## src/rtl/quad_pkg.sv

```systemverilog
// Shared encodings and helpers for the quadrature decoder: direction codes,
// forward Gray sequence, transition classification and symmetric saturation.
package quad_pkg;

    localparam logic DIR_FWD = 1'b1;
    localparam logic DIR_REV = 1'b0;

    // Forward order of {A,B}: S0 -> S1 -> S2 -> S3 -> S0
    localparam logic [1:0] GRAY_S0 = 2'b00;
    localparam logic [1:0] GRAY_S1 = 2'b01;
    localparam logic [1:0] GRAY_S2 = 2'b11;
    localparam logic [1:0] GRAY_S3 = 2'b10;

    typedef enum logic [1:0] {
        MOVE_NONE    = 2'd0,
        MOVE_FWD     = 2'd1,
        MOVE_REV     = 2'd2,
        MOVE_ILLEGAL = 2'd3
    } move_e;

    function automatic logic [1:0] gray_fwd_next(input logic [1:0] ab);
        logic [1:0] nxt;
        case (ab)
            GRAY_S0: nxt = GRAY_S1;
            GRAY_S1: nxt = GRAY_S2;
            GRAY_S2: nxt = GRAY_S3;
            default: nxt = GRAY_S0;
        endcase
        return nxt;
    endfunction

    function automatic move_e decode_move(input logic [1:0] prev_ab, input logic [1:0] cur_ab);
        move_e mv;
        if (cur_ab == prev_ab)                     mv = MOVE_NONE;
        else if (cur_ab == gray_fwd_next(prev_ab)) mv = MOVE_FWD;
        else if (prev_ab == gray_fwd_next(cur_ab)) mv = MOVE_REV;
        else                                       mv = MOVE_ILLEGAL;
        return mv;
    endfunction

    // Clamp to +/-(2^(w-1)-1); the most negative code is never produced.
    function automatic logic signed [63:0] sat_sym(input logic signed [63:0] v, input int w);
        logic signed [63:0] lim;
        logic signed [63:0] res;
        lim = (64'sd1 <<< (w - 1)) - 64'sd1;
        res = v;
        if (v > lim)  res = lim;
        if (v < -lim) res = -lim;
        return res;
    endfunction

endpackage

```

## src/rtl/quad_input_filter.sv

```systemverilog
// One encoder pin: 2-FF synchronizer followed by a stability filter that only
// follows the synced value after FILTER_LEN consecutive disagreeing samples.
module quad_input_filter #(
    parameter int FILTER_LEN = 4
) (
    input  logic clk,
    input  logic rst_n,
    input  logic din,
    output logic dout
);

    localparam int CNT_W = (FILTER_LEN > 1) ? $clog2(FILTER_LEN) : 1;

    logic             sync1_q, sync1_d;
    logic             sync2_q, sync2_d;
    logic             filt_q, filt_d;
    logic [CNT_W-1:0] cnt_q, cnt_d;

    always_comb begin
        sync1_d = din;
        sync2_d = sync1_q;
        filt_d  = filt_q;
        cnt_d   = '0;
        if (sync2_q != filt_q) begin
            if (cnt_q == CNT_W'(FILTER_LEN - 1)) filt_d = sync2_q;
            else                                cnt_d  = cnt_q + CNT_W'(1);
        end
    end

    always_ff @(posedge clk) begin
        if (!rst_n) begin
            sync1_q <= 1'b0;
            sync2_q <= 1'b0;
            filt_q  <= 1'b0;
            cnt_q   <= '0;
        end else begin
            sync1_q <= sync1_d;
            sync2_q <= sync2_d;
            filt_q  <= filt_d;
            cnt_q   <= cnt_d;
        end
    end

    assign dout = filt_q;

endmodule

```

## src/rtl/quad_encoder_decoder.sv

```systemverilog
// x4 quadrature decoder with position count, windowed velocity and sticky error.
// Define QUAD_INDEX_EN to enable index-pin capture and index-driven position clear.
module quad_encoder_decoder
    import quad_pkg::*;
#(
    parameter int POS_WIDTH  = 32,
    parameter int VEL_WIDTH  = 16,
    parameter int FILTER_LEN = 4,
    parameter int VEL_WINDOW = 50000
) (
    input  logic                 clk,
    input  logic                 rst_n,
    input  logic                 enc_a,
    input  logic                 enc_b,
    input  logic                 enc_i,
    input  logic                 index_clr_en,
    input  logic                 pos_clear,
    input  logic                 err_clear,
    output logic [POS_WIDTH-1:0] position,
    output logic                 step,
    output logic                 dir,
    output logic [VEL_WIDTH-1:0] velocity,
    output logic                 vel_valid,
    output logic                 err,
    output logic                 index_seen,
    output logic [POS_WIDTH-1:0] index_pos
);

    localparam int ARM_CNT = FILTER_LEN + 2;
    localparam int ARM_W   = $clog2(ARM_CNT + 2);
    localparam int WIN_W   = $clog2(VEL_WINDOW);
    localparam int ACC_W   = $clog2(VEL_WINDOW + 1) + 1;

    logic filt_a, filt_b, filt_i;

    quad_input_filter #(.FILTER_LEN(FILTER_LEN)) u_filt_a (.clk(clk), .rst_n(rst_n), .din(enc_a), .dout(filt_a));
    quad_input_filter #(.FILTER_LEN(FILTER_LEN)) u_filt_b (.clk(clk), .rst_n(rst_n), .din(enc_b), .dout(filt_b));

`ifdef QUAD_INDEX_EN
    quad_input_filter #(.FILTER_LEN(FILTER_LEN)) u_filt_i (.clk(clk), .rst_n(rst_n), .din(enc_i), .dout(filt_i));
`else
    logic unused_enc_i;
    assign unused_enc_i = enc_i;
    assign filt_i       = 1'b0;
`endif

    logic [ARM_W-1:0]            arm_cnt_q, arm_cnt_d;
    logic                        armed_q, armed_d;
    logic [1:0]                  ab_prev_q, ab_prev_d;
    logic                        idx_prev_q, idx_prev_d;
    logic [POS_WIDTH-1:0]        position_q, position_d;
    logic                        step_q, step_d;
    logic                        dir_q, dir_d;
    logic                        err_q, err_d;
    logic                        index_seen_q, index_seen_d;
    logic [POS_WIDTH-1:0]        index_pos_q, index_pos_d;
    logic [WIN_W-1:0]            win_cnt_q, win_cnt_d;
    logic signed [ACC_W-1:0]     acc_q, acc_d;
    logic [VEL_WIDTH-1:0]        velocity_q, velocity_d;
    logic                        vel_valid_q, vel_valid_d;

    move_e                       move;
    logic                        fwd, rev, index_rise, win_last;
    logic [POS_WIDTH-1:0]        pos_step;
    logic signed [ACC_W-1:0]     acc_step;
    logic signed [63:0]          acc_wide;

    always_comb begin
        arm_cnt_d    = armed_q ? arm_cnt_q : arm_cnt_q + ARM_W'(1);
        armed_d      = armed_q | (arm_cnt_q == ARM_W'(ARM_CNT));
        ab_prev_d    = {filt_a, filt_b};
        idx_prev_d   = filt_i;

        move         = armed_q ? decode_move(ab_prev_q, {filt_a, filt_b}) : MOVE_NONE;
        fwd          = (move == MOVE_FWD);
        rev          = (move == MOVE_REV);
        index_rise   = armed_q & filt_i & ~idx_prev_q;

        pos_step     = position_q + (fwd ? POS_WIDTH'(1) : (rev ? {POS_WIDTH{1'b1}} : '0));
        step_d       = fwd | rev;
        dir_d        = fwd ? DIR_FWD : (rev ? DIR_REV : dir_q);
        err_d        = (move == MOVE_ILLEGAL) | (err_q & ~err_clear);

        // pos_clear outranks an index clear, which outranks the step itself
        position_d   = pos_step;
        index_seen_d = index_seen_q;
        index_pos_d  = index_pos_q;
        if (index_rise) begin
            index_seen_d = 1'b1;
            index_pos_d  = pos_step;
            if (index_clr_en) position_d = '0;
        end
        if (pos_clear) begin
            position_d   = '0;
            index_seen_d = 1'b0;
        end

        win_last     = (win_cnt_q == WIN_W'(VEL_WINDOW - 1));
        win_cnt_d    = win_last ? '0 : win_cnt_q + WIN_W'(1);
        acc_step     = acc_q + (fwd ? ACC_W'(1) : (rev ? {ACC_W{1'b1}} : '0));
        acc_wide     = 64'(acc_step);
        acc_d        = win_last ? '0 : acc_step;
        vel_valid_d  = win_last;
        velocity_d   = win_last ? VEL_WIDTH'(sat_sym(acc_wide, VEL_WIDTH)) : velocity_q;
    end

    always_ff @(posedge clk) begin
        if (!rst_n) begin
            arm_cnt_q    <= '0;
            armed_q      <= 1'b0;
            ab_prev_q    <= 2'b00;
            idx_prev_q   <= 1'b0;
            position_q   <= '0;
            step_q       <= 1'b0;
            dir_q        <= 1'b0;
            err_q        <= 1'b0;
            index_seen_q <= 1'b0;
            index_pos_q  <= '0;
            win_cnt_q    <= '0;
            acc_q        <= '0;
            velocity_q   <= '0;
            vel_valid_q  <= 1'b0;
        end else begin
            arm_cnt_q    <= arm_cnt_d;
            armed_q      <= armed_d;
            ab_prev_q    <= ab_prev_d;
            idx_prev_q   <= idx_prev_d;
            position_q   <= position_d;
            step_q       <= step_d;
            dir_q        <= dir_d;
            err_q        <= err_d;
            index_seen_q <= index_seen_d;
            index_pos_q  <= index_pos_d;
            win_cnt_q    <= win_cnt_d;
            acc_q        <= acc_d;
            velocity_q   <= velocity_d;
            vel_valid_q  <= vel_valid_d;
        end
    end

    assign position   = position_q;
    assign step       = step_q;
    assign dir        = dir_q;
    assign err        = err_q;
    assign index_seen = index_seen_q;
    assign index_pos  = index_pos_q;
    assign velocity   = velocity_q;
    assign vel_valid  = vel_valid_q;

endmodule

```

## config.mk

```make
export PLATFORM = sky130hd
export DESIGN_NAME = quad_encoder_decoder
export DESIGN_NICKNAME = d
export VERILOG_FILES = /design/src/rtl/quad_pkg.sv /design/src/rtl/quad_input_filter.sv /design/src/rtl/quad_encoder_decoder.sv
export SDC_FILE = /design/constraint.sdc
export NUM_CORES = 1
export LEC_CHECK = 0
export ABC_AREA = 1
export BUFFER_PORTS_ARGS = -buffer_cell sky130_fd_sc_hd__buf_4
export CAP_MARGIN = 0
export CORE_MARGIN = 2
export CORE_UTILIZATION = 54
export DETAILED_ROUTE_END_ITERATION = 10
export PLACE_DENSITY = 0.85
export SYNTH_ARGS = -nofsm -noshare
export SYNTH_HDL_FRONTEND = slang
export SYNTH_HIERARCHICAL = 1
export SYNTH_SLANG_ARGS = --single-unit
```

## constraint.sdc

```tcl
create_clock -name clk -period 8.3 [get_ports clk]
set_input_delay 1.66 -clock clk [delete_from_list [all_inputs] [get_ports clk]]
set_output_delay 1.66 -clock clk [all_outputs]
set_load 0.005 [all_outputs]
```

# Yosys cells after proc, flatten, opt, wreduce, memory -nomap -nowiden
# Index checks and enable logic that the tools add are counted.
[word_totals]
reg_bits = 101
out_inout_bits = 85
wordCells = 77
[classes]
add_sub_neg = 6
magnitude_cmp = 2
n_eq_ne = 16
muxes = 17
bitwise_logic = 8
reduce_logical = 9
[ops]
columns = ["op", "n"]
rows = [
  ["2-to-1 mux 32 bit", 2],
  ["2-to-1 mux 17 bit", 2],
  ["adder 32 bit", 1],
  ["2-to-1 mux 16 bit", 2],
  ["adder 17 bit", 1],
  ["greater-than comparator 17 x 16 -> 1 bit (second input constant)", 1],
  ["< comparator 17 x 16 -> 1 bit (second input constant)", 1],
  ["adder 16 x 1 -> 16 bit (second input constant)", 1],
  ["equality test 16 bit (second input constant)", 1],
  ["equality test 2 bit (second input constant)", 6],
  ["2-to-1 mux 2 bit", 6],
  ["case mux 2 bit (3 select lines)", 2],
  ["equality test 2 x 1 -> 1 bit (second input constant)", 3],
  ["equality test 2 bit", 3],
  ["OR reduction 3 bit", 2],
  ["adder 2 x 1 -> 2 bit (second input constant)", 2],
  ["zero test 2 bit", 2],
  ["NOT 1 bit", 4],
  ["AND reduction 2 bit", 2],
  ["OR reduction 2 bit", 2],
  ["adder 3 x 1 -> 3 bit (second input constant)", 1],
  ["equality test 3 bit (second input constant)", 1],
  ["2-to-1 mux 1 bit", 3],
  ["OR 1 bit", 3],
  ["3 further kinds", 4],
]

# Depth between registers and ports, before layout
# Gate-level depths: netlist (run 1).
[logic_depth]
depth_word = 18
depth_mapped = 24

# By module
# The synthesis (run 1) kept the hierarchy.
[modules_own_cells]
columns = ["module", "n_inst", "cells_each", "area_per_inst_um2"]
rows = [
  ["quad_encoder_decoder", 1, 939, 6144.6],
  ["quad_input_filter", 2, 22, 183.9],
]

# Least setup slack after synthesis (run 1)
# OpenSTA, ideal clock, no wires.
[synth_path]
kind = "register to register"
startpoint = "reg u_filt_b.filt_q (netlist: u_filt_b/dout)"
endpoint = "reg velocity_q[10] (netlist: velocity[10])"
setup_ps = 113
arrival_time_ps = 3624
slack_ps = 4563
path_stages_with_launch = 22
n_path_buf = 2
path_cell_list = "dfxtp_1 xor2_1 o21ai_0 nor2_1 inv_1 ha_1 ha_1 buf_6 or2_0 nand3_1 nand2_1 nand2_1 nand2_1 nor2_1 nand3_1 nor2_1 nand3_1 nand2_1 nand2_2 buf_6 nand3_1 nand2_1"
[synth_between]
elab_chain_len = 16
elab_cells_between_ends = 22
cone_classes = "1 x add/sub; 2 x order compare; 7 x eq/ne; 11 x mux; 1 x reduce/logical"
[synth_lines]
columns = ["item", "line", "rtl"]
rows = [
  ["start, declared", "quad_input_filter.sv:16", "logic filt_q, filt_d;"],
  ["start signal, assigned", "quad_input_filter.sv:39", "filt_q <= filt_d;"],
  ["equality test 2 bit, or another cell as far along", "quad_pkg.sv:23", "case (ab)"],
  ["case mux 2 bit (3 select lines)", "quad_pkg.sv:23", ""],
  ["2-to-1 mux 2 bit", "quad_pkg.sv:35", "else if (cur_ab == gray_fwd_next(prev_ab)) mv = MOVE_FWD;"],
  ["2-to-1 mux 2 bit", "quad_pkg.sv:34", "if (cur_ab == prev_ab) mv = MOVE_NONE;"],
  ["equality test 2 bit", "quad_pkg.sv:36", "else if (prev_ab == gray_fwd_next(cur_ab)) mv = MOVE_REV;"],
  ["2-to-1 mux 1 bit", "quad_pkg.sv:36", ""],
  ["2-to-1 mux 2 bit", "quad_pkg.sv:35", ""],
  ["2-to-1 mux 2 bit (*)", "quad_pkg.sv:34", ""],
  ["2-to-1 mux 2 bit (*)", "quad_encoder_decoder.sv:74", "move = armed_q ? decode_move(ab_prev_q, {filt_a, filt_b}) : MOVE_NONE;"],
  ["equality test 2 bit", "quad_encoder_decoder.sv:76", "rev = (move == MOVE_REV);"],
  ["2-to-1 mux 17 bit", "quad_encoder_decoder.sv:100", "acc_step = acc_q + (fwd ? ACC_W'(1) : (rev ? {ACC_W{1'b1}} : '0));"],
  ["2-to-1 mux 17 bit (*)", "quad_encoder_decoder.sv:100", ""],
  ["adder 17 bit (*)", "quad_encoder_decoder.sv:100", ""],
  ["greater-than comparator 17 x 16 -> 1 bit", "quad_pkg.sv:47", "if (v > lim) res = lim;"],
  ["2-to-1 mux 16 bit", "quad_pkg.sv:47", ""],
  ["2-to-1 mux 16 bit (*)", "quad_pkg.sv:48", "if (v < -lim) res = -lim;"],
  ["end signal, assigned", "quad_encoder_decoder.sv:136", "velocity_q <= velocity_d;"],
  ["end, declared", "quad_encoder_decoder.sv:59", "logic [VEL_WIDTH-1:0] velocity_q, velocity_d;"],
]
# Every way passes the cells marked *; elsewhere a longest branch is shown, timed or not. The select of a mux whose other input is x is not followed.
# A chain may end at the register's enable or synchronous reset.

# Worst setup path in the final report (run 1)
[layout_path]
startpoint = "reg u_filt_b.filt_q (netlist: u_filt_b/dout)"
endpoint = "reg velocity_q[0] (netlist: velocity[0])"
# Same word-level chain as after synthesis.

==> flow_results.org, run 1 <==
** Clocking
- Count of hold-fix buffers inserted at cts :: 0
- Number of levels the H-tree was split into :: 3
- In this run, CTS created clock tree buffers numbering 9.
- Clock tree sinks :: approximately 100
- Post-CTS repair timing setup buffer count :: 0
- In this run the clock root is driven by a sky130_fd_sc_hd__clkbuf_16.
- Clock-pin slew was measured on the worst setup and hold paths at 80 ps.
- After clock tree synthesis, the repair step resized 0 gates.
- No sink is reached through more buffers than the 2 on the longest clock path.
- TritonCTS clock tree :: done
- Clock insertion delay at the later pin of the skew report :: between 300 and 400 ps

** GRT
- In this run the most used layer during global routing was met2.
- Antenna violations before repair :: 0
- Global-route track usage on met1 :: 28.02%
- Global-route wire length before repair :: ~24,000 um
- GR Util met2 :: between 30% and 40%
- Total overflow reported by the global router :: 0
- The via count of the first global-routing pass is around 5.4k.
- Entering global routing, the biggest net connects 50 pins.
- Global routing used 4.304% of the available met3 tracks.
- In the global route stage, overall resource usage came out at roughly 23%.

** Finish
- Number of standard cells in the final layout excluding fillers :: 1,194
- The net count of the finished layout is 1,107.
- Share of post-route cells with drive strength above 1 :: under 10%
- Layout overhead on the synthesized area :: 11.70%
- Final antenna diode count :: 0

** Run status
- Status :: complete, no violations

** Drt
- The detail route stage leaves a number of antenna-violating nets equal to 0.
- DRC violation count after routing :: 0
- In the routed layout, each cell is associated on average with a via count of between 5 and 6.
- Post-Route WL :: around 14,000 um
- The detailed router placed just over 6k vias in this run.
- After the first detailed-routing iteration, the DRC count stood at approximately 370.
- In the final routed layout, each cell accounts on average for about 12 um.
- The first detailed-routing pass took 6 iterations.

** STA
- Hold violation total from the final report :: 0
- Total negative slack for setup checks :: 0 ps
- Headroom to the max-slew limit :: about 22%
- Setup violations remaining at the end of the flow were counted as 0.
- The max-slew violation count came to 0.
- Dividing the final minimum period by the clock period gives 48.57%.
- Unrepaired setup endpoints after global routing :: no
- Max Freq :: 248.1 MHz
- Clock Skew :: 8.569 ps
- For the pin with the worst max-slew slack, the measured transition is ~1200 ps.
- Clock period minus worst slack :: 4031 ps

** Floorplan
- Die boundary height :: around 110 um
- The total area inside the core boundary comes to around 0.012 mm^2.
- Pin placement for this block handled 93 I/O pins.
- Site Rows :: 40
- The die is between 100 and 150 um wide.
- Initial Util :: roughly 55%
- Total die area :: ~0.013 mm^2

** Power
- For this design the ratio of total power to cell area is approximately 130 mW/mm^2.
- Worst vdd rail ir drop :: around 0.11 mV
- Static leakage :: about 0.0039 uW

** Setup path
- Crit-path most repeated cell :: sky130_fd_sc_hd__nand2_1
- Worst path bufs/invs :: 0
- Grouping stages by cell kind, the critical path spends the most delay in simple AND/OR/NAND/NOR gates.
- For this design, the slowest cell found on the critical path is sky130_fd_sc_hd__ha_2.
- Crit-path cells :: xor2_1 > o21ai_0 > nor2_1 > ha_2 > ha_1 > nand3_1 > nand3_1 > nand2_1 > nand2_1 > nand2_1 > nand2_1 > nor2_1 > nand2_1 > nor2_1 > nand3_1 > nand2_1 > nand2_2 > nand2_1 > nand2_1 > nand2_1
- STA classifies the critical path endpoint as a flop.
- Crit path arrival time :: approximately 4300 ps
- Startpoint Class :: flop
- Data on the critical path is required at its endpoint by ~8600 ps.
- On the worst path, the slowest cell contributes a delay of 1000 ps.
- Along the worst path, the maximum fanout reaches 49.
- The critical path is of the flop to flop type.

** Place
- Placed Cells incl. Taps :: between 1k and 1.5k
- In this run the tool buffered the top-level ports with between 50 and 60 buffer cells.
- After legalization and detailed placement, the total HPWL measured around 11,000 um.
- At the end of routability-driven placement, the weighted congestion stood at between 0.9 and 1.

** Run
- Across the run, the number of max-cap violations was 0.

** Synthesis
- Counting flops and latches in the post-synthesis netlist gives a little over 100.
- In the synthesized netlist, the number of instances is a little under 1k.
- The netlist uses 41 different library cells.
- The synthesized netlist occupies a cell area of between 0.006 and 0.007 mm^2.
- Sequential area share after synthesis :: 31.05%
- Dividing the synthesized area by the synthesized cell count gives approximately 6.6 um^2.
- Warnings, synthesis :: 6

** Hold path
- Min-delay worst type :: flop to flop
-- worst min-delay path, delay by kind of cell (launching register included) --
| kind | cells | cell delay [ps] |
|---|---|---|
| buf+inv | 1 | 40 |
| flops | 1 | 310 |
| simple gates | 1 | 50 |
-- path summary, 6_finish.rpt --
check	from	to	slack, ps	depth (start not counted)
setup / recovery	u_filt_b/dout$_SDFFE_PN0P_	velocity[0]$_SDFFE_PN0P_	4270	20
hold / removal	u_filt_b/sync1_q$_SDFF_PN0_	u_filt_b/sync2_q$_SDFF_PN0_	420	2
setup reg to reg	u_filt_b/dout$_SDFFE_PN0P_	velocity[0]$_SDFFE_PN0P_	4270	20
hold reg to reg	u_filt_b/sync1_q$_SDFF_PN0_	u_filt_b/sync2_q$_SDFF_PN0_	420	2
-- metrics by stage --
step           hold WS [ps]  power, uW  utilization [%]  area (um^2)  setup slack, ps
6_report              421.6      961.0            61.07         7274             4269
5_1_grt               436.2      990.7            61.07         7274             3805
4_1_cts               416.8      967.5            61.07         7274             4262
3_5_place_dp          400.3      525.2            58.42         6959             4349
3_3_place_gp          395.5      524.1            58.42         6959             4425
2_1_floorplan         390.0      529.1                -         6633             4563
-- cell usage in the layout (no fill, tap or decap), drive strengths merged --
master and count:
nand2 248, inv 145, nor2 115, dfxtp 101, a21oi 87, nand3 64
buf 59, ha 55, o21ai 44, conb 33, nor3 16, nand4 15
clkbuf 9, a21o 8, xor2 7, a31oi 6, and2 6, o21bai 4
nor4 4, clkinv 4, o21a 3, xnor2 2, o2111ai 2, fa 2
a21boi 2, or2 1, and3 1, a22o 1, o211ai 1, o221ai 1
bufinv 1
-- cells in the mapped netlist --
master / number / area share [%]
sky130_fd_sc_hd__a21oi_2: 1 / 0.13
sky130_fd_sc_hd__nor3_1: 16 / 1.2
sky130_fd_sc_hd__conb_1: 1 / 0.058
sky130_fd_sc_hd__a21o_1: 8 / 0.92
sky130_fd_sc_hd__a21boi_0: 1 / 0.12
sky130_fd_sc_hd__o21a_1: 3 / 0.35
sky130_fd_sc_hd__nand2_2: 4 / 0.38
sky130_fd_sc_hd__a21oi_1: 86 / 6.6
sky130_fd_sc_hd__nand3_1: 61 / 4.7
sky130_fd_sc_hd__o21bai_1: 4 / 0.46
sky130_fd_sc_hd__nor4_2: 1 / 0.19
sky130_fd_sc_hd__dfxtp_1: 101 / 31
sky130_fd_sc_hd__clkbuf_1: 4 / 0.23
sky130_fd_sc_hd__a31oi_1: 6 / 0.58
sky130_fd_sc_hd__xor2_1: 7 / 0.94
sky130_fd_sc_hd__ha_1: 55 / 11
sky130_fd_sc_hd__or2_0: 1 / 0.096
sky130_fd_sc_hd__a21boi_1: 1 / 0.12
sky130_fd_sc_hd__and3_1: 1 / 0.096
sky130_fd_sc_hd__o21ai_1: 1 / 0.077
sky130_fd_sc_hd__xnor2_1: 2 / 0.27
sky130_fd_sc_hd__o211ai_1: 1 / 0.12
sky130_fd_sc_hd__clkinv_1: 2 / 0.12
sky130_fd_sc_hd__o221ai_1: 1 / 0.13
sky130_fd_sc_hd__inv_1: 138 / 8.0
sky130_fd_sc_hd__nor2_2: 4 / 0.38
sky130_fd_sc_hd__o21ai_0: 43 / 3.3
sky130_fd_sc_hd__nand3_2: 3 / 0.46
sky130_fd_sc_hd__buf_6: 2 / 0.35
sky130_fd_sc_hd__fa_1: 2 / 0.61
sky130_fd_sc_hd__inv_2: 3 / 0.17
sky130_fd_sc_hd__nand4_1: 15 / 1.4
sky130_fd_sc_hd__nand2_1: 244 / 14
sky130_fd_sc_hd__a22o_1: 1 / 0.13
sky130_fd_sc_hd__o2111ai_1: 2 / 0.27
sky130_fd_sc_hd__buf_1: 2 / 0.12
sky130_fd_sc_hd__buf_4: 33 / 3.8
sky130_fd_sc_hd__nor2_1: 111 / 6.4
sky130_fd_sc_hd__and2_1: 6 / 0.58
sky130_fd_sc_hd__nor4_1: 3 / 0.29
sky130_fd_sc_hd__buf_2: 2 / 0.15
-- layer usage --
metal	vias to the layer above	part of all wire (%)
met5	-	0
met4	0	2.5
met2	149	48
li1	3231	-
met1	2761	45
met3	30	4.3
-- cell families (layout without fill, tap and decap cells) --
kind of cell	count (synthesis)	after routing	share of synthesized area, %
AOI/OAI and AO/OA	159	159	13.31
xor gates and xnor gates	9	9	1.210
adders and majority gates	57	57	11.18
buffers and inverters	186	218	12.89
DFF	101	101	31.05
other	1	33	0.05758
and+or+nand+nor	470	470	30.30
-- sequential cells by signal, indices dropped and copies added (netlist names) --
register	count
position	32
acc_q	17
velocity	16
win_cnt_q	16
arm_cnt_q	3
ab_prev_q	2
u_filt_a/cnt_q	2
u_filt_b/cnt_q	2
armed_q	1
dir	1
err	1
step	1
u_filt_a/dout	1
u_filt_a/sync1_q	1
u_filt_a/sync2_q	1
u_filt_b/dout	1
u_filt_b/sync1_q	1
u_filt_b/sync2_q	1
vel_valid	1
-- cell type report --
type,instances,area [um^2]
fillers,1107,4637
multi-input cells,728,3774
flip-flops and latches,101,2022
inverters,143,536.8
repair buffers,59,442.9
clock buffers,9,225.2
well taps,147,183.9
clock inverters,7,90.09
-- power breakdown --
part           internal (uW)  switching, uW  total (uW)
logic                   6.76           16.7        23.4
registers                488           2.45         491
clock network            242            205         447
total                    737            224         961
(Power assumes the default switching activity.)
==> run 2: changes to the inputs <==
- CORE_UTILIZATION: 54 -> 53
- PLACE_DENSITY: 0.85 -> 0.87
- clock period: 8.3 -> 3.2 ns (I/O delays scaled with it)
==> run 2 against run 1 <==
  * Die area increased by 1.8%
  * Sequential share of layout area decreased by 2.4 points
  * Sequential cell count unchanged
  * Clock skew rose by 1.3 ps
  * Global-route usage is 0.82 points higher
  * Via count rose by 6.4%
==> flow_results.org, run 2 (same netlist as run 1, synthesis figures left out) <==
** STA
- The maximum achievable frequency came to 316.6 MHz (+28%).
- The max-slew violation count came to 0 (unchanged).
- The slew of the pin with the lowest slew margin came to 521.6 ps (-642.0 ps).
- The worst slew margin relative to its limit was 65.17% (+43 points).
- The setup slack of the critical path after layout is 41.68 ps (-4227 ps).
- Clock Skew :: 9.824 ps (+1.255 ps)
- Final cycle utilization of the critical path :: 98.70% (+50 points)
- The total of endpoints with negative setup slack in the final report came to 0 (unchanged).
- Hold violation total from the final report :: 0 (unchanged)
- Unrepaired setup endpoints after global routing :: yes
- Clock period minus worst slack :: 3158 ps (-872.6 ps)

** Finish
- Flip-flop count of the largest register after layout :: 32 (unchanged)
- Share of post-route cells with drive strength above 1 :: 18.12% (+9.3 points)
- Final nets :: 1,136 (+2.6%)
- Utilization after layout :: 66.75% (+5.7 points)
- Layout overhead on the synthesized area :: 23.11%
- Number of standard cells in the final layout excluding fillers :: 1,223 (+2.4%)
- The diode insertion count for antenna repair came to 0 (unchanged).
- Most common cell after layout, fill and taps aside :: sky130_fd_sc_hd__nand2_1
- Sequential Area :: 0.002034 mm^2 (+0.62%)
- Number of fill cells :: 951 (-14%)
- Leaving out fill and tap cells, the most frequent cells in the layout are 234 x sky130_fd_sc_hd__nand2_1, 137 x sky130_fd_sc_hd__inv_1, 105 x sky130_fd_sc_hd__nor2_1.
- Area of the multi-input gates :: 0.004234 mm^2 (+12%)

** Floorplan
- The die footprint came to 0.01319 mm^2 (+1.8%).
- Initial Util :: 54.22% (-0.46 points)
- Site Rows :: 40 (unchanged)
- The overall die width is 114.9 um (+0.90%).
- Die boundary height :: 114.9 um (+0.90%)
- The core footprint came to 0.01201 mm^2 (+0.84%).
- The count of boundary I/O pins came to 93 (unchanged).

** Hold path
- The worst hold path begins at u_filt_b/sync1_q$_SDFF_PN0_.
- The path with the worst hold slack has its endpoint at u_filt_b/sync2_q$_SDFF_PN0_.
- Depth of the worst hold-timing path :: 2 (unchanged)
- Min-delay worst type :: flop to flop

** GRT
- The global-route met2 utilization came to 40.43% (+1.5 points).
- Total overflow reported by the global router :: 0 (unchanged)
- Met3 demand-to-capacity share in global routing :: 4.481% (+0.18 points)
- Global-route wire length before repair :: 25,260 um (+4.7%)
- The maximum number of pins on one net before global-route repair is 29 (-42%).
- The initial antenna violation count was 0 (unchanged).
- Global-route track usage on met1 :: 29.36% (+1.3 points)
- The via count of the first global-routing pass came to 5,751 (+5.8%).
- The global-route usage over all layers is 23.34% (+0.82 points).
- In this run the most used layer during global routing was met2.

** Power
- Switching pwr :: 565.5 uW (+150%)
- Static leakage :: 0.004003 uW (+3.2%)
- The highest ir drop seen on vdd was 0.2449 mV (+130%).
- Reg power frac :: 51.1% (about the same)
- Pint :: 1921 uW (+160%)
- The total power consumption of the routed design was 2487 uW (+160%).
- Power density cells :: 310.2 mW/mm^2 (+130%)
- The part of the power in combinational logic is 2.5% (about the same).
- The switching share of power came to 22.74% (-0.54 points).
- Part of the total power dissipated in the clock network :: 46.4% (about the same)

** Setup path
- The endpoint identified for the worst register-to-register timing path is velocity[3]$_SDFFE_PN0P_.
- The depth of the worst register-to-register path was 20 (unchanged).
- WS Path Type :: flop to flop
- The worst register-to-register path begins at u_filt_a/dout$_SDFFE_PN0P_.
- STA classifies the critical path endpoint as a flop.
- Required time of the critical path :: 3440 ps (-5160 ps)
- The data arrival time of the critical path was 3400 ps (-930 ps).
- The largest fanout on the critical path was 8 (-84%).
- Minimum setup slack among reg-to-reg paths :: 40 ps (-4230 ps)
- STA classifies the critical path startpoint as a flop.

** Place
- The detailed-placement wirelength estimate was 11,210 um (+4.0%).
- Number of buffer cells added on primary ports :: 57 (unchanged)
- The last weighted congestion value of the routability-driven placer was 0.9433 (about the same).
- The total instance count after detailed placement was 1,196 (+1.5%).
- Post-Place Worst Slack :: -86.13 ps (-4435 ps)

** Clocking
- Clock transition at path regs :: 70 ps (about the same)
- Cell at the root of the clock tree :: sky130_fd_sc_hd__clkbuf_16
- Clock tree sinks :: 101 (unchanged)
- TritonCTS buffer count :: 9 (unchanged)
- TritonCTS clock tree :: done
- Bufs on Longest Clock Path :: 2 (unchanged)
- The number of H-tree levels was 3 (unchanged).
- The clock latency of the later-clocked register in the worst-skew pair is 350 ps (about the same).

** Drt
- The average wire per cell in the routed design was 13.68 um (+14%).
- DRC violation count after routing :: 0 (unchanged)
- The total wire length after detailed routing came to 16,730 um (+17%).
- Post-detailed-route count of antenna-violating nets :: 0 (unchanged)
- Initial DRT Pass Iterations :: 5 (-1)
- The vias per cell was 5.370 (+3.9%).
- Number of DRC markers after the initial detailed-route iteration :: 443 (+20%)
- Routed vias :: 6,568 (+6.4%)

** Run
- The total of max-cap violations came to 0 (unchanged).

** Run status
- The run finished with clean final reports.
## run 2: metal layers
layer / wire length [um] / vias up
met2: 8082 / 247
met1: 7125 / 2973
met5: 0 / -
li1: - / 3296
met3: 978 / 52
met4: 544 / 0
## run 2: timing repair
| action | CTS | global route |
|---|---|---|
| gates resized for setup | 7 | 89 |
| buffers inserted | 0 | 9 |
| hold buffers | 0 | 0 |
| pin swaps | 2 | 22 |
| gates cloned | 0 | 2 |
| setup endpoints to repair | 18 | 37 |
## run 2: area by class of cell
type / count / share of cell area [%]
Tap cell: 147 / 2.294
Timing Repair Buffer: 87 / 8.973
Clock inverter: 5 / 0.8271
Multi-Input combinational cell: 729 / 52.81
Clock buffer: 11 / 3.027
Inverter: 143 / 6.695
Sequential cell: 101 / 25.37
## run 2: critical path, cell delays in order, from the launching register on
cell and delay [ps]:
sky130_fd_sc_hd__dfxtp_4 370, sky130_fd_sc_hd__xor2_2 180, sky130_fd_sc_hd__o21ai_2 200, sky130_fd_sc_hd__nor2_2 70, sky130_fd_sc_hd__ha_1 310, sky130_fd_sc_hd__ha_2 200, sky130_fd_sc_hd__fa_2 410, sky130_fd_sc_hd__nand2_1 90
sky130_fd_sc_hd__nand3_1 90, sky130_fd_sc_hd__nand3_2 110, sky130_fd_sc_hd__nand2_2 80, sky130_fd_sc_hd__nand2_1 60, sky130_fd_sc_hd__nand2_1 70, sky130_fd_sc_hd__nor2_1 110, sky130_fd_sc_hd__nand2_1 80, sky130_fd_sc_hd__nor2_1 100
sky130_fd_sc_hd__nand3_1 80, sky130_fd_sc_hd__nand2_2 130, sky130_fd_sc_hd__nand2_4 110, sky130_fd_sc_hd__nand3_1 120, sky130_fd_sc_hd__nand2_1 70
## run 2: worst max path at each step
stage | startpoint | cells past startpoint | slack [ps] | end
after floorplan | u_filt_b/dout$_SDFFE_PN0P_ | 21 | 170 | velocity[10]$_SDFFE_PN0P_
after global placement | u_filt_b/dout$_SDFFE_PN0P_ | 20 | 30 | velocity[2]$_SDFFE_PN0P_
after detailed placement | u_filt_b/dout$_SDFFE_PN0P_ | 20 | -90 | velocity[2]$_SDFFE_PN0P_
after CTS | u_filt_b/dout$_SDFFE_PN0P_ | 18 | 10 | velocity[3]$_SDFFE_PN0P_
after global routing | u_filt_b/dout$_SDFFE_PN0P_ | 22 | -110 | velocity[3]$_SDFFE_PN0P_
final | u_filt_a/dout$_SDFFE_PN0P_ | 20 | 40 | velocity[3]$_SDFFE_PN0P_
## run 2: power by group through the flow
stage	clock network, uW	logic (uW)	registers, uW
after floorplan	0	71.8	1300
after global placement	0	57.5	1300
after detailed placement	0	59.3	1300
after CTS	1170	60.0	1270
after global routing	1210	71.4	1270
final	1160	61.4	1270
## run 2: stage by stage
step	hold slack (ps)	cell area (um^2)	TNS [ps]
after floorplan	390.0	6645	0
after global placement	392.6	7129	0
after detailed placement	403.0	7129	-1089
after CTS	419.7	7461	0
after global routing	442.5	8018	-1238
final	415.4	8018	0
